### config.mk
export PLATFORM = sky130hd
export DESIGN_NAME = icache_sa
export DESIGN_NICKNAME = d
export VERILOG_FILES = /design/src/rtl/icache_pkg.sv /design/src/rtl/icache_victim_sel.sv /design/src/rtl/icache_sa.sv
export SDC_FILE = /design/constraint.sdc
export NUM_CORES = 2
export LEC_CHECK = 0
export BUFFER_PORTS_ARGS = -buffer_cell sky130_fd_sc_hd__buf_2
export CORE_MARGIN = 2
export CORE_UTILIZATION = 57
export DETAILED_ROUTE_END_ITERATION = 10
export GPL_TIMING_DRIVEN = 0
export PLACE_DENSITY_LB_ADDON = 0.1
export SETUP_SLACK_MARGIN = 0.05
export SLEW_MARGIN = 20
export SYNTH_ARGS = -nofsm -noshare
export SYNTH_HDL_FRONTEND = slang
export SYNTH_SLANG_ARGS = --single-unit
export TNS_END_PERCENT = 1
### constraint.sdc
create_clock -name clock -period 3 [get_ports clock]
set_input_delay 0 -clock clock [delete_from_list [all_inputs] [get_ports clock]]
set_output_delay 0 -clock clock [all_outputs]
set_load 0.02 [all_outputs]
### src/rtl/icache_pkg.sv
// Shared types and default geometry for the set-associative instruction cache.
package icache_pkg;

  localparam int unsigned XLEN                = 32;
  localparam int unsigned ICACHE_SETS         = 16;
  localparam int unsigned ICACHE_WAYS         = 2;
  localparam int unsigned ICACHE_ADDR_BITS    = 16;
  localparam int unsigned ICACHE_MEM_TAG_BITS = 4;

  localparam int unsigned INDEX_BITS = $clog2(ICACHE_SETS);
  localparam int unsigned TAG_BITS   = ICACHE_ADDR_BITS - 3 - INDEX_BITS;

  // Stored tag field is sized for the smallest legal set count, so any SETS fits.
  localparam int unsigned LINE_TAG_BITS = XLEN - 4;

  localparam logic [1:0] BUS_NONE = 2'b00;
  localparam logic [1:0] BUS_LOAD = 2'b01;

  typedef enum logic [1:0] {
    IDLE = 2'd0,
    REQ  = 2'd1,
    WAIT = 2'd2
  } icache_state_e;

  typedef struct packed {
    logic [63:0]              data;
    logic [LINE_TAG_BITS-1:0] tag;
    logic                     valid;
  } icache_way_t;

endpackage

### src/rtl/icache_victim_sel.sv
// Victim way selection: lowest-numbered invalid way, else the set's round-robin pointer.
module icache_victim_sel #(
  parameter  int unsigned WAYS  = 2,
  localparam int unsigned WAY_W = (WAYS > 1) ? $clog2(WAYS) : 1
) (
  input  logic [WAYS-1:0]  valid_i,
  input  logic [WAY_W-1:0] rr_ptr_i,
  output logic [WAY_W-1:0] victim_way_c_o,
  output logic             rr_used_c_o
);

  // Descending scan so the lowest invalid way wins.
  always_comb begin
    victim_way_c_o = rr_ptr_i;
    rr_used_c_o    = &valid_i;
    for (int i = int'(WAYS) - 1; i >= 0; i--) begin
      if (!valid_i[i]) victim_way_c_o = WAY_W'(i);
    end
  end

endmodule

### src/rtl/icache_sa.sv
// Set-associative instruction cache: combinational hit lookup, miss FSM with retry,
// redirect-tolerant fill, invalidate-all and same-cycle fill bypass.
module icache_sa
  import icache_pkg::*;
#(
  parameter int unsigned SETS         = ICACHE_SETS,
  parameter int unsigned WAYS         = ICACHE_WAYS,
  parameter int unsigned ADDR_BITS    = ICACHE_ADDR_BITS,
  parameter int unsigned MEM_TAG_BITS = ICACHE_MEM_TAG_BITS
) (
  input  logic                    clock,
  input  logic                    reset_n,
  input  logic [XLEN-1:0]         proc2Icache_addr,
  input  logic                    invalidate_all,
  input  logic [MEM_TAG_BITS-1:0] Imem2proc_response,
  input  logic [63:0]             Imem2proc_data,
  input  logic [MEM_TAG_BITS-1:0] Imem2proc_tag,
  output logic [1:0]              proc2Imem_command,
  output logic [XLEN-1:0]         proc2Imem_addr,
  output logic [63:0]             Icache_data_out,
  output logic                    Icache_valid_out,
  output logic                    miss_busy
);

  localparam int unsigned IDX_W  = $clog2(SETS);
  localparam int unsigned TAG_W  = ADDR_BITS - 3 - IDX_W;
  localparam int unsigned WAY_W  = (WAYS > 1) ? $clog2(WAYS) : 1;
  localparam int unsigned LINE_W = XLEN - 3;

  icache_state_e           state_q, state_d;
  logic [LINE_W-1:0]       miss_line_q, miss_line_d;
  logic [MEM_TAG_BITS-1:0] pend_tag_q, pend_tag_d;
  logic                    drop_fill_q, drop_fill_d;

  icache_way_t             lines_q [SETS][WAYS];
  logic [WAY_W-1:0]        rr_q    [SETS];

  logic [LINE_W-1:0]        fetch_line_c;
  logic [IDX_W-1:0]         fetch_idx_c, fill_idx_c;
  logic [LINE_TAG_BITS-1:0] fetch_tag_c, fill_tag_c;
  logic [WAYS-1:0]          hit_w;
  logic [63:0]              hit_data_c;
  logic [WAYS-1:0]          fill_valid_c;
  logic [WAY_W-1:0]         victim_c;
  logic                     rr_used_c;
  logic                     fill_hit_c, write_en_c, bypass_c;
  logic                     unused_offset;

  assign fetch_line_c  = proc2Icache_addr[XLEN-1:3];
  assign fetch_idx_c   = fetch_line_c[IDX_W-1:0];
  assign fetch_tag_c   = LINE_TAG_BITS'(fetch_line_c[IDX_W +: TAG_W]);
  assign fill_idx_c    = miss_line_q[IDX_W-1:0];
  assign fill_tag_c    = LINE_TAG_BITS'(miss_line_q[IDX_W +: TAG_W]);
  assign unused_offset = ^proc2Icache_addr[2:0];

  // Per-way hit vector and one-hot data mux for the fetch set.
  always_comb begin
    hit_w      = '0;
    hit_data_c = '0;
    for (int w = 0; w < int'(WAYS); w++) begin
      if (lines_q[fetch_idx_c][w].valid && (lines_q[fetch_idx_c][w].tag == fetch_tag_c)) begin
        hit_w[w]   = 1'b1;
        hit_data_c = hit_data_c | lines_q[fetch_idx_c][w].data;
      end
    end
  end

  always_comb begin
    fill_valid_c = '0;
    for (int w = 0; w < int'(WAYS); w++) begin
      fill_valid_c[w] = lines_q[fill_idx_c][w].valid;
    end
  end

  icache_victim_sel #(
    .WAYS (WAYS)
  ) u_victim_sel (
    .valid_i        (fill_valid_c),
    .rr_ptr_i       (rr_q[fill_idx_c]),
    .victim_way_c_o (victim_c),
    .rr_used_c_o    (rr_used_c)
  );

  assign fill_hit_c = (state_q == WAIT) && (pend_tag_q != '0) && (Imem2proc_tag == pend_tag_q);
  assign write_en_c = fill_hit_c && !drop_fill_q && !invalidate_all;
  assign bypass_c   = fill_hit_c && !drop_fill_q && (fetch_line_c == miss_line_q);

  assign Icache_valid_out = (|hit_w) || bypass_c;
  assign Icache_data_out  = (|hit_w) ? hit_data_c : Imem2proc_data;
  assign proc2Imem_addr   = {miss_line_q, 3'b000};
  assign miss_busy        = (state_q != IDLE);

  // Miss FSM: next state, captured miss context and bus command.
  always_comb begin
    state_d           = state_q;
    miss_line_d       = miss_line_q;
    pend_tag_d        = pend_tag_q;
    drop_fill_d       = drop_fill_q;
    proc2Imem_command = BUS_NONE;
    unique case (state_q)
      IDLE: begin
        if (!(|hit_w) && !invalidate_all) begin
          miss_line_d = fetch_line_c;
          state_d     = REQ;
        end
      end
      REQ: begin
        proc2Imem_command = BUS_LOAD;
        // An accepted request is always tracked, even on redirect or invalidate.
        if (Imem2proc_response != '0) begin
          pend_tag_d  = Imem2proc_response;
          drop_fill_d = invalidate_all;
          state_d     = WAIT;
        end else if (invalidate_all || (fetch_line_c != miss_line_q)) begin
          state_d = IDLE;
        end
      end
      WAIT: begin
        if (fill_hit_c) begin
          drop_fill_d = 1'b0;
          state_d     = IDLE;
        end else if (invalidate_all) begin
          drop_fill_d = 1'b1;
        end
      end
      default: state_d = IDLE;
    endcase
  end

  always_ff @(posedge clock or negedge reset_n) begin
    if (!reset_n) begin
      state_q     <= IDLE;
      miss_line_q <= '0;
      pend_tag_q  <= '0;
      drop_fill_q <= 1'b0;
    end else begin
      state_q     <= state_d;
      miss_line_q <= miss_line_d;
      pend_tag_q  <= pend_tag_d;
      drop_fill_q <= drop_fill_d;
    end
  end

  // Line array: invalidate-all clears every valid bit, otherwise fills land in the victim way.
  always_ff @(posedge clock or negedge reset_n) begin
    if (!reset_n) begin
      for (int s = 0; s < int'(SETS); s++) begin
        rr_q[s] <= '0;
        for (int w = 0; w < int'(WAYS); w++) begin
          lines_q[s][w] <= '0;
        end
      end
    end else if (invalidate_all) begin
      for (int s = 0; s < int'(SETS); s++) begin
        for (int w = 0; w < int'(WAYS); w++) begin
          lines_q[s][w].valid <= 1'b0;
        end
      end
    end else if (write_en_c) begin
      lines_q[fill_idx_c][victim_c].data  <= Imem2proc_data;
      lines_q[fill_idx_c][victim_c].tag   <= fill_tag_c;
      lines_q[fill_idx_c][victim_c].valid <= 1'b1;
      if (rr_used_c) begin
        rr_q[fill_idx_c] <= (rr_q[fill_idx_c] == WAY_W'(WAYS - 1)) ? '0
                                                                   : rr_q[fill_idx_c] + WAY_W'(1);
      end
    end
  end

endmodule

==> results.md <==
- Status: finished, violations left
- Failing checks: negative hold slack, negative setup slack
- GRT Overall Usage: 33.12%
- RSZ-0062 raised after global routing: yes
- Slew HR: 20.06%
- #FFs+latches synth: 2,420
- I/O pins: 207
- Vias post-DR: 65,590
- Register area: 60,560 um2
- Pleak: 62.95 nW
- Worst r2r src: miss_line_q[0]
- Post-synth EDFFs: 0
- Worst Tran Pin Value: 1.199 ns
- PwrDens: 577.6 nW/um2
- Number of global-route vias before repair: 68,730
- Die extent in y: 445.3 um
- Synth cell types: 62
- Post-route worst setup slack: -1.100 ns
- Rows: 161
- Num Clock Sinks: 2,420
- Initial Util: 57.52%
- Ys Warns: 0
- Aggregate global routing overflow: 0
- First-pass GRT wire length: 475,700 um
- Max Slew Vio Count: 0
- Clock Skew: 0.05359 ns
- Die Area: 198,300 um2
- Routed len/inst: 31.90 um
- Die Span X: 445.3 um
- Multi-input gate area: 47,560 um2
- Max frequency: 243.9 MHz
- Sequential fraction of the synthesis area: 54.55%
- Clock Latency Late Sink: 0.94 ns
- RD Place Congestion: 0.8694
- GR peak layer: met2
- Global-route met2 utilization: 50.27%
- Largest net degree at the start of global routing: 144
- Most common cell after layout, fill and taps aside: dfrtp_1
- Max clock buf depth: 4
- Initial antenna violation count: 16
- Fin nets: 7,547
- Startpoint types: flop
- Filler cells: 13,360
- CTS tree: done
- WS Path Type: reg2out
- Reg-to-reg endpoint: lines_q[2671]
- Drt pass-1 iters: 5
- Crit end category: primary output
- Finished Cell Area: 129,400 um2
- Worst-path fanout max: 10
- Reg2reg path depth: 11
- Clock transition at path regs: 0.06 ns
- Area after DPL: 116,000 um2
- Met1 usage: 47.17%
- Main synth FF type: dfrtp_1
- DPL Wire Length: 218,300 um
- Buffers on Ports: 187
- Layout area overhead: 16.60%
- Hold_ws: -0.1952 ns
- Max cap viols: 0
- Clk root buf: clkbuf_16
- Synthesized area: 111,000 um2
- Post-Syn Area per Cell: 16.46 um2
- Worst vdd ir: 0.5780 mV
- Crit path arrival time: 4.10 ns
- Final Hold Vio Count: 136
- FFs w/ async S/R, synth: 100.0%
- HP Class: in2async
- Via density: 6.455
- Iteration-0 DRC Markers: 5,307
- Cell count after synthesis: 6,744
- Antenna Nets Post-Route: 0
- Share of layout cells above drive strength 1: 54.36%
- Total CTS buffers: 278
- Layout Utilization: 67.07%
- CP Data Required Time: 3.00 ns
- Post-route DRC: 0
- R2R Setup Slk: -0.66 ns
- Global-route met3 utilization: 7.193%
- Most frequent cells in the layout: dfrtp_1, mux2_2, mux4_2, clkbuf_1, clkbuf_16
- Final setup violating endpoints: 2,647
- CTS HTree Levels: 5
- Crit path time final: 4.100 ns
- Core box area: 193,000 um2
- Final WL: 324,100 um
- Period utilization: 136.7%
area by class of cell:
class	instances	area share (%)
Sequential cell	2420	46.79
Inverter	11	0.03190
Clock buffer	419	6.411
Timing Repair Buffer	416	3.132
Multi-Input combinational cell	3604	36.74
Antenna cell	12	0.02320
Buffer	709	4.065
Tap cell	2526	2.442
Clock inverter	44	0.3596
cell usage after synthesis, types with 24 or more instances:
library cell  instances  share of area, %
a21o_1               24              0.16
xnor2_1              37              0.29
buf_1                50              0.17
mux2_2             2298                23
a21bo_1              60              0.54
mux4_2              702                14
dfrtp_1            2420                55
mux2_1              118               1.2
buf_2               157              0.71
a32oi_1              64              0.50
buf_6                32              0.32
buf_4               120              0.81
mux2i_1              64              0.58
clkbuf_1            351               1.2
routing by layer:
metal	part of all wire, %	wire length, um	vias to the layer above
met2	46	149700	2198
met5	0.0040	13	-
met4	4.2	13660	2
met3	7.1	22980	641
met1	43	137800	36050
li1	-	-	26700
state kept, by name, summed over array words and instances, names as in the netlist:
signal       count
drop_fill_q      1
lines_q       2368
miss_line_q     29
pend_tag_q       4
rr_q            16
state_q          2
report_power, final:
| part | total, mW | leakage (nW) | internal [mW] | switching, mW |
|---|---|---|---|---|
| Sequential | 34.4 | 33.7 | 33.6 | 0.762 |
| Clock | 33.1 | 4.32 | 19.7 | 13.3 |
| Combinational | 7.30 | 24.9 | 2.76 | 4.54 |
kinds of logic (layout without fill, tap and decap cells):
group	Yosys count	count (layout)	synth area share [%]
other	1	16	0.003378
XOR/XNOR	60	60	0.4734
multiplexers	3182	3182	39.33
AND/OR/NAND/NOR	143	143	0.7496
AO/OA/AOI/OAI	215	215	1.637
flip-flops	2420	2420	54.55
buffers and inverters	723	1599	3.255
per-stage QoR:
step	TNS, ns	cells	power, mW	setup slack [ns]	hold slack, ns
floorplan	-4.176	6747	38.57	-0.01143	-0.2956
global placement	-	9460	41.37	-54.66	0.2478
detailed placement	-2618.15	9487	41.71	-2.106	-0.1016
CTS	-1023.65	10150	75.00	-1.077	-0.2847
global route	-1157.73	10160	77.05	-1.101	-0.1222
finish	-867.59	10160	74.76	-1.100	-0.1952
timing repair:
action | CTS | global route
gates resized for setup | 462 | 339
endpoints found under the setup margin | 2613 | 3124
setup buffers | 10 | 2
hold buffers | 189 | 1
endpoints found under the hold margin | 2677 | 137
pin swaps | 8 | 11
critical path, stage by stage, from the launching register on:
cell and delay (ns):
dfrtp_1 0.38, mux4_2 0.54, a22oi_2 0.26, nor2_1 0.08, nor3_1 0.22, nor4bb_1 0.32, nand4bb_1 0.26, and2_4 0.26
buf_16 0.21, buf_12 0.19, a21bo_2 0.27, buf_4 0.17
worst max-delay path by stage:
stage,slack (ns),from,cells past startpoint,end
after floorplan,-0.01,miss_line_q[0],11,lines_q[126]
after global placement,-54.66,reset_n,1,miss_line_q[0]
after detailed placement,-2.11,proc2Icache_addr[4],12,Icache_data_out[62]
after CTS,-1.08,lines_q[380],11,Icache_data_out[23]
after global routing,-1.10,lines_q[1024],11,Icache_data_out[12]
final,-1.10,lines_q[95],11,Icache_data_out[11]
Power figures use the tool's default switching activity.
